## src/rtl/ps2_key_rx.sv

```systemverilog
`default_nettype none
// ============================================================================
// Module   : ps2_key_rx
// Brief    : PS/2 keyboard receiver producing the 11-bit {toggle, pressed,
//            extended, code} key event word with strobe and frame-error pulses.
// Revision : 1.0 - initial release
// ============================================================================
module ps2_key_rx #(
    parameter int FILTER  = 8,
    parameter int TIMEOUT = 24000
) (
    input  logic        clk_sys,
    input  logic        reset_n,
    input  logic        ps2_clk,
    input  logic        ps2_data,
    output logic [10:0] ps2_key,
    output logic        key_strobe,
    output logic        frame_err
);

    localparam int c_FILT_W = (FILTER  < 1) ? 1 : $clog2(FILTER + 1);
    localparam int c_TMO_W  = (TIMEOUT < 1) ? 1 : $clog2(TIMEOUT + 1);
    localparam logic [c_FILT_W-1:0] c_FILT_LAST = c_FILT_W'(FILTER - 1);
    localparam logic [c_TMO_W-1:0]  c_TMO_LIM   = c_TMO_W'(TIMEOUT);

    localparam logic [1:0] S_IDLE   = 2'd0;
    localparam logic [1:0] S_DATA   = 2'd1;
    localparam logic [1:0] S_PARITY = 2'd2;
    localparam logic [1:0] S_STOP   = 2'd3;

    logic [1:0]         w_raw;
    logic [1:0]         w_filt;
    logic               w_data;
    logic               r_clk_prev;
    logic               w_fall;

    logic [1:0]         r_state;
    logic [1:0]         w_state_nxt;
    logic [2:0]         r_bit_cnt;
    logic [7:0]         r_shift;
    logic               r_par;
    logic               w_par_ok;
    logic [c_TMO_W-1:0] r_tmo_cnt;
    logic               w_tmo;
    logic               w_byte_ok;
    logic               w_frame_bad;

    logic               r_ext;
    logic               r_rel;
    logic [2:0]         r_skip;
    logic [10:0]        r_key;
    logic               r_strobe;
    logic               r_err;

    assign w_raw = {ps2_data, ps2_clk};

    // Each line: 2-flop synchronizer, then a level that only moves after
    // FILTER consecutive samples disagree with it.
    generate
        for (genvar gi = 0; gi < 2; gi++) begin : g_line
            logic                r_meta;
            logic                r_sync;
            logic                r_level;
            logic [c_FILT_W-1:0] r_cnt;

            always_ff @(posedge clk_sys or negedge reset_n) begin
                if (!reset_n) begin
                    r_meta  <= 1'b1;
                    r_sync  <= 1'b1;
                    r_level <= 1'b1;
                    r_cnt   <= '0;
                end else begin
                    r_meta <= w_raw[gi];
                    r_sync <= r_meta;
                    if (r_sync == r_level) begin
                        r_cnt <= '0;
                    end else if (r_cnt == c_FILT_LAST) begin
                        r_level <= r_sync;
                        r_cnt   <= '0;
                    end else begin
                        r_cnt <= r_cnt + 1'b1;
                    end
                end
            end

            assign w_filt[gi] = r_level;
        end
    endgenerate

    assign w_data = w_filt[1];
    assign w_fall = r_clk_prev & ~w_filt[0];

    always_ff @(posedge clk_sys or negedge reset_n) begin
        if (!reset_n) r_clk_prev <= 1'b1;
        else          r_clk_prev <= w_filt[0];
    end

    assign w_par_ok = ^{r_shift, r_par};
    assign w_tmo    = (r_state != S_IDLE) && (r_tmo_cnt == c_TMO_LIM);

    // A falling edge wins over a simultaneous timeout expiry.
    always_comb begin
        w_state_nxt = r_state;
        w_byte_ok   = 1'b0;
        w_frame_bad = 1'b0;
        if (w_fall) begin
            case (r_state)
                S_IDLE:   if (!w_data) w_state_nxt = S_DATA;
                S_DATA:   if (r_bit_cnt == 3'd7) w_state_nxt = S_PARITY;
                S_PARITY: w_state_nxt = S_STOP;
                default: begin
                    w_state_nxt = S_IDLE;
                    if (w_data && w_par_ok) w_byte_ok   = 1'b1;
                    else                    w_frame_bad = 1'b1;
                end
            endcase
        end else if (w_tmo) begin
            w_state_nxt = S_IDLE;
            w_frame_bad = 1'b1;
        end
    end

    always_ff @(posedge clk_sys or negedge reset_n) begin
        if (!reset_n) begin
            r_state   <= S_IDLE;
            r_bit_cnt <= 3'd0;
            r_shift   <= 8'h00;
            r_par     <= 1'b0;
            r_tmo_cnt <= '0;
        end else begin
            r_state <= w_state_nxt;
            if (w_fall || r_state == S_IDLE) begin
                r_tmo_cnt <= '0;
            end else if (r_tmo_cnt != c_TMO_LIM) begin
                r_tmo_cnt <= r_tmo_cnt + 1'b1;
            end
            if (w_fall) begin
                case (r_state)
                    S_IDLE: r_bit_cnt <= 3'd0;
                    S_DATA: begin
                        r_shift   <= {w_data, r_shift[7:1]};
                        r_bit_cnt <= r_bit_cnt + 3'd1;
                    end
                    S_PARITY: r_par <= w_data;
                    default: ;
                endcase
            end
        end
    end

    // Code decoder: prefixes set flags, a pending Pause swallow outranks all.
    always_ff @(posedge clk_sys or negedge reset_n) begin
        if (!reset_n) begin
            r_ext    <= 1'b0;
            r_rel    <= 1'b0;
            r_skip   <= 3'd0;
            r_key    <= 11'h000;
            r_strobe <= 1'b0;
            r_err    <= 1'b0;
        end else begin
            r_strobe <= 1'b0;
            r_err    <= w_frame_bad;
            if (w_frame_bad) begin
                r_ext <= 1'b0;
                r_rel <= 1'b0;
            end else if (w_byte_ok) begin
                if (r_skip != 3'd0) begin
                    r_skip <= r_skip - 3'd1;
                end else begin
                    case (r_shift)
                        8'hE1: r_skip <= 3'd7;
                        8'hE0: r_ext  <= 1'b1;
                        8'hF0: r_rel  <= 1'b1;
                        8'h00, 8'hAA, 8'hEE, 8'hFA,
                        8'hFC, 8'hFE, 8'hFF: ;
                        default: begin
                            r_key    <= {~r_key[10], ~r_rel, r_ext, r_shift};
                            r_strobe <= 1'b1;
                            r_ext    <= 1'b0;
                            r_rel    <= 1'b0;
                        end
                    endcase
                end
            end
        end
    end

    assign ps2_key    = r_key;
    assign key_strobe = r_strobe;
    assign frame_err  = r_err;

endmodule
`default_nettype wire

```

## config.mk

```make
export PLATFORM = sky130hd
export DESIGN_NAME = ps2_key_rx
export DESIGN_NICKNAME = d
export VERILOG_FILES = /design/src/rtl/ps2_key_rx.sv
export SDC_FILE = /design/constraint.sdc
export NUM_CORES = 1
export LEC_CHECK = 0
export ABC_CLOCK_PERIOD_IN_PS = 2300
export CORE_AREA = 2 2 79 81
export DETAILED_ROUTE_END_ITERATION = 8
export DIE_AREA = 0 0 81 83
export PLACE_DENSITY = 0.72
export SLEW_MARGIN = 10
export SYNTH_ARGS = -nofsm -noshare
export SYNTH_HDL_FRONTEND = slang
export SYNTH_SLANG_ARGS = --single-unit
```

## constraint.sdc

```tcl
create_clock -name clk_sys -period 2.3 [get_ports clk_sys]
set_clock_uncertainty 0.05 [all_clocks]
set_input_delay 0.23 -clock clk_sys [delete_from_list [all_inputs] [get_ports clk_sys]]
set_output_delay 0.23 -clock clk_sys [all_outputs]
set_load 0.01 [all_outputs]
```

Word level (Yosys, flattened, before mapping)
Index checks and enable logic that the tools add are counted.
{"block": "word_totals", "regBits": 62, "input_bits": 4, "out_inout_bits": 13}
{"block": "classes", "addsub": 5, "eq_ne": 23, "muxes": 33, "bitwise": 9, "reduce_logical": 27}
{"cell": "8-bit equality test, second input constant", "n": 9}
{"cell": "15-bit two-way mux", "n": 2}
{"cell": "9-bit OR reduction", "n": 2}
{"cell": "1-bit two-way mux", "n": 17}
{"cell": "4-bit two-way mux", "n": 4}
{"cell": "15-bit by 1-bit adder with 15-bit output, second input constant", "n": 1}
{"cell": "15-bit equality test, second input constant", "n": 1}
{"cell": "15-bit != test, second input constant", "n": 1}
{"cell": "3-bit AND reduction", "n": 4}
{"cell": "2-bit nonzero test", "n": 6}
{"cell": "2-bit AND reduction", "n": 5}
{"cell": "10-bit OR reduction", "n": 1}
{"cell": "9-bit parity", "n": 1}
{"cell": "4-bit by 1-bit adder with 4-bit output, second input constant", "n": 2}
{"cell": "4-bit by 3-bit equality test with 1-bit output, second input constant", "n": 2}
{"cell": "8-bit zero test", "n": 1}
{"cell": "2-bit two-way mux", "n": 4}
{"cell": "1-bit inverter", "n": 8}
{"cell": "3-bit two-way mux", "n": 2}
{"cell": "3-bit != test, second input constant", "n": 2}
{"cell": "2-bit case mux with 3 select lines", "n": 1}
{"cell": "3-bit case mux with 2 select lines", "n": 1}
{"cell": "2-bit by 1-bit != test with 1-bit output, second input constant", "n": 2}
{"cell": "1-bit case mux with 2 select lines", "n": 2}
{"cell": "14 further kinds", "n": 16}

Longest topological paths before layout
Gate-level depths: netlist of run 1.
{"block": "depth", "ltp_word": 7, "ltp_mapped": 9}

Worst setup path before layout of run 1
OpenSTA, ideal clock, no wires.
{"block": "synth_timing", "path_type": "register -> register", "start": "register r_shift[2]", "end": "register r_key[2] (netlist: ps2_key[2])", "setup_ps": 125, "arrival_time_ps": 2118, "slack_ps": 7, "path_stages_with_launch": 9, "path_buffers": 2, "path_cell_list": "dfrtp_1 -> clkbuf_1 -> or3_1 -> or4_1 -> a21oi_1 -> o31ai_1 -> nand2b_4 -> buf_6 -> mux2_4"}
{"block": "synth_via", "elab_chain_cells": 7, "word_cells_on_any_way": 22}
{"element": "from (decl)", "line": "40", "source": "logic [7:0] r_shift;"}
{"element": "from (signal assigned)", "line": "141", "source": "r_shift <= {w_data, r_shift[7:1]};"}
{"element": "9-bit parity", "line": "98", "source": "assign w_par_ok = ^{r_shift, r_par};"}
{"element": "1-bit logical AND", "line": "113", "source": "if (w_data && w_par_ok) w_byte_ok = 1'b1;"}
{"element": "1-bit two-way mux", "line": "113"}
{"element": "1-bit two-way mux", "line": "107", "source": "case (r_state)"}
{"element": "1-bit two-way mux", "line": "106", "source": "if (w_fall) begin"}
{"element": "1-bit inverter (no line)"}
{"element": "4-bit AND reduction (no line)"}
{"element": "to (signal assigned)", "line": "177", "source": "r_key <= {~r_key[10], ~r_rel, r_ext, r_shift};"}
{"element": "to (decl)", "line": "51", "source": "logic [10:0] r_key;"}
Parallel ways exist; a longest one is shown, timed or not.
A chain may end at the register's enable or synchronous reset.

Worst setup path after layout of run 1
{"block": "layout_timing", "start": "register r_shift[1]", "end": "register r_key[0] (netlist: ps2_key[0])"}
{"block": "layout_via", "elab_chain_cells": 7, "word_cells_on_any_way": 22}
{"element": "9-bit parity", "line": "98"}
{"element": "1-bit logical AND", "line": "113"}
{"element": "1-bit two-way mux", "line": "113"}
{"element": "1-bit two-way mux", "line": "107"}
{"element": "1-bit two-way mux", "line": "106"}
{"element": "1-bit inverter (no line)"}
{"element": "4-bit AND reduction (no line) (*)"}
Every way passes the cells marked *; elsewhere a longest branch is shown, timed or not.

==> flow_metrics.py, run 1 <==
metrics = {
    "finish": {
        "postLayoutCoreUtil_pct": 62.5,
        "final_common_cell": "dfrtp_1",
        "fin_cells": 383,
        "final_cell_mix": "55 x dfrtp_1, 26 x nor2_1, 17 x nand2_1, 16 x buf_4, 15 x clkdlybuf4s50_1",
        "nets": 319,
        "layout-drive-gt1-share_pct": 23.4,
        "antennaDiodeCount": 0,
        "area_growth_pct": 19.3,
    },
    "critical_path": {
        "crit_path_max_fanout": 6,
        "cp.arrival_ns": 2.41,
        "cp.required_ns": 2.47,
        "crit_type": "flip-flop to flip-flop",
        "cp_slowest_cell": "or4_1",
        "cpPeakStageDelay_ns": 0.48,
        "crit_path_end_kind": "flip-flop",
        "start_kind": "flip-flop",
        "path_buf_inv": 0,
        "path_cells": "or3_1, or4_1, a21oi_2, o31ai_4, nand2b_4, mux2_2",
        "crit_family": "simple AND/OR/NAND/NOR gates",
    },
    "floorplan": {
        "rows": 28,
        "die_y_um": 83,
        "initial_core_util_pct": 52.4,
        "die_area_um2": 6720,
        "die_width_um": 81,
        "ioPinCount": 17,
        "core-area_um2": 5820,
    },
    "global_routing": {
        "globalRouteTotalUtil_pct": 17.6,
        "grt_overflow": 0,
        "antenna_found_initial": 0,
        "grt_max_degree": 35,
        "grt_pass1_wl_um": 9140,
        "first_global_vias": 1961,
    },
    "clocking": {
        "cts_sinks": 62,
        "clk_pin_slew_ns": 0.07,
        "tritoncts": "done",
        "root_buffer": "clkbuf_8",
        "cts_made_buffers": 9,
        "cts_buffer_depth": 2,
        "clk_latency_ns": 0.33,
        "htreeDepth": 3,
    },
    "synthesis": {
        "yosysWarnings": 0,
        "synth_edf_count": 0,
        "yosys_most_used_dff": "dfrtp_1",
        "syn-cell-area_um2": 3050,
        "ys_seq_area_share_pct": 51.2,
        "syn-instance-count": 267,
        "synth_area_per_cell_um2": 11.4,
        "netlist.area_leader.share_pct": 45.2,
        "synth-seq-cells": 62,
        "synth.largest_area_cell": "dfrtp_1",
        "async_reset_ff_share_pct": 100,
        "synth.top_cells.by_area": "dfrtp_1 45%, dfstp_2 6.0%, mux2_2 5.2%, ha_1 4.9%, mux2_4 3.5%",
        "syn-num-nets": 283,
        "synth.distinct_cells": 48,
    },
    "timing": {
        "final-hold-violation-count": 0,
        "setup_viol": 0,
        "slew_violations": 0,
        "fin_crit_sh_pct": 97.5,
        "fin_setup_tns_ns": 0,
        "fin_crit_ns": 2.24,
        "relSlewSlack_pct": 56.9,
        "fmax_mhz": 446,
        "worst_pin_slew_ns": 0.647,
    },
    "drt": {
        "drtIter0Drc": 102,
        "firstDrtPassIters": 4,
        "wl_per_cell_um": 14.1,
        "vias": 2021,
        "wirelength_um": 5410,
        "drc": 0,
        "vias_per_cell": 5.28,
        "postRouteAntennaNets": 0,
    },
    "min_path": {
        "hp-class": "input pin to flip-flop",
    },
    "place": {
        "port_buffers": 16,
        "dp_cells": 363,
        "gp_congestion": 0.774,
        "dp_hpwl_um": 3660,
    },
    "pwr": {
        "ir_drop_uv": 624,
        "p_leak_nw": 1.69,
        "power_density_nw_per_um2": 709,
    },
    "status": {
        "status": "finished clean",
    },
    "flow_run": {
        "cap_violations": 0,
    },
}
[worst register-to-register path, cell delays in order, from the launching register on]
cell and delay [ns]:
dfrtp_1 0.37, or3_1 0.41, or4_1 0.48, a21oi_2 0.23
o31ai_4 0.10, nand2b_4 0.15, mux2_2 0.34
[flip-flops by register name, summed over array words and instances (netlist names), 3 cells and up]
register / flops
r_shift: 8
ps2_key: 11
r_tmo_cnt: 15
g_line.r_cnt: 8
r_bit_cnt: 3
r_skip: 3
[logic make-up (layout without fill, tap and decap cells)]
group / count (synthesis) / in the layout / share of synthesized area, %
simple gates: 92 / 93 / 16.1
flops: 62 / 62 / 51.2
compound gates: 30 / 30 / 6.29
xor+xnor: 25 / 25 / 8.13
mux: 25 / 25 / 9.94
buf+inv: 21 / 61 / 3.37
fa+ha+maj: 12 / 12 / 4.93
[cells in the mapped netlist, drive strengths merged (3+ instances only)]
cell type	instances
mux2i	4
inv	11
nand2	17
buf	5
nor3	6
mux2	21
xnor2	13
nand4	9
nor2b	5
dfrtp	55
xor2	11
o31ai	3
a21oi	8
clkbuf	5
ha	12
nand3	8
nor2	26
o21ai	9
nand3b	3
dfstp	7
[per-layer routing]
layer  global-route usage [%]  vias up  wire [µm]  part of all wire (%)
li1                         -      990          -                     -
met1                     24.7      983       2630                    49
met2                     25.4       37       2470                    46
met3                     3.91       11        192                   3.6
met4                     9.24        0        122                   2.3
met5                        0        -          0                     0
[path summary, 6_finish.rpt]
| path | startpoint | to | slack [ns] | cells after the start |
|---|---|---|---|---|
| max | r_shift[1] | ps2_key[0] | 0.06 | 6 |
| min | ps2_clk | g_line[0].r_meta | 0.25 | 1 |
| max reg2reg | r_shift[1] | ps2_key[0] | 0.06 | 6 |
| min reg2reg | g_line[0].r_meta | g_line[0].r_sync | 0.30 | 0 |
| max in group asynchronous | reset_n | g_line[1].r_level | 1.12 | 3 |
| min in group asynchronous | reset_n | r_tmo_cnt[13] | 0.40 | 2 |
[power by group]
| part | total [mW] | internal (mW) | switching (mW) |
|---|---|---|---|
| Combinational | 0.276 | 0.124 | 0.153 |
| Clock | 1.04 | 0.637 | 0.403 |
| Sequential | 1.26 | 1.19 | 0.0703 |
[final cells by class]
cell class	instances	area, µm²
Fill cell	485	2180
Sequential cell	62	1560
Multi-Input combinational cell	185	1420
Timing Repair Buffer	34	305
Clock buffer	12	145
Tap cell	75	93.8
Clock inverter	4	70.1
Inverter	11	41.3
[per-stage QoR]
step / total power [mW] / hold WS, ns / worst slack, ns / instance area [µm²]
after global placement: 1.54 / 0.241 / 0.0987 / 3360
after CTS: 2.61 / 0.234 / 0.0559 / 3590
after global routing: 2.71 / 0.235 / -0.00598 / 3630
after detailed placement: 1.56 / 0.246 / -0.00259 / 3360
after floorplan: 1.46 / -0.116 / 0.00691 / 3050
final: 2.58 / 0.251 / 0.0579 / 3630
[timing repair]
item | in CTS | in global routing
pin swaps | 0 | 0
gates cloned | 0 | 1
buffers inserted | 0 | 2
hold buffers | 1 | 0
endpoints found under the hold margin | 28 | 0
resized for setup | 1 | 4
setup endpoints to repair | 1 | 10
Note: power is estimated with default switching activity, not from simulation.
==> inputs of run 2 (changes only) <==
- HOLD_SLACK_MARGIN: unset -> 0.05
==> results of run 2 <==
No change in the layout: final DEF, timing and power equal those of run 1.
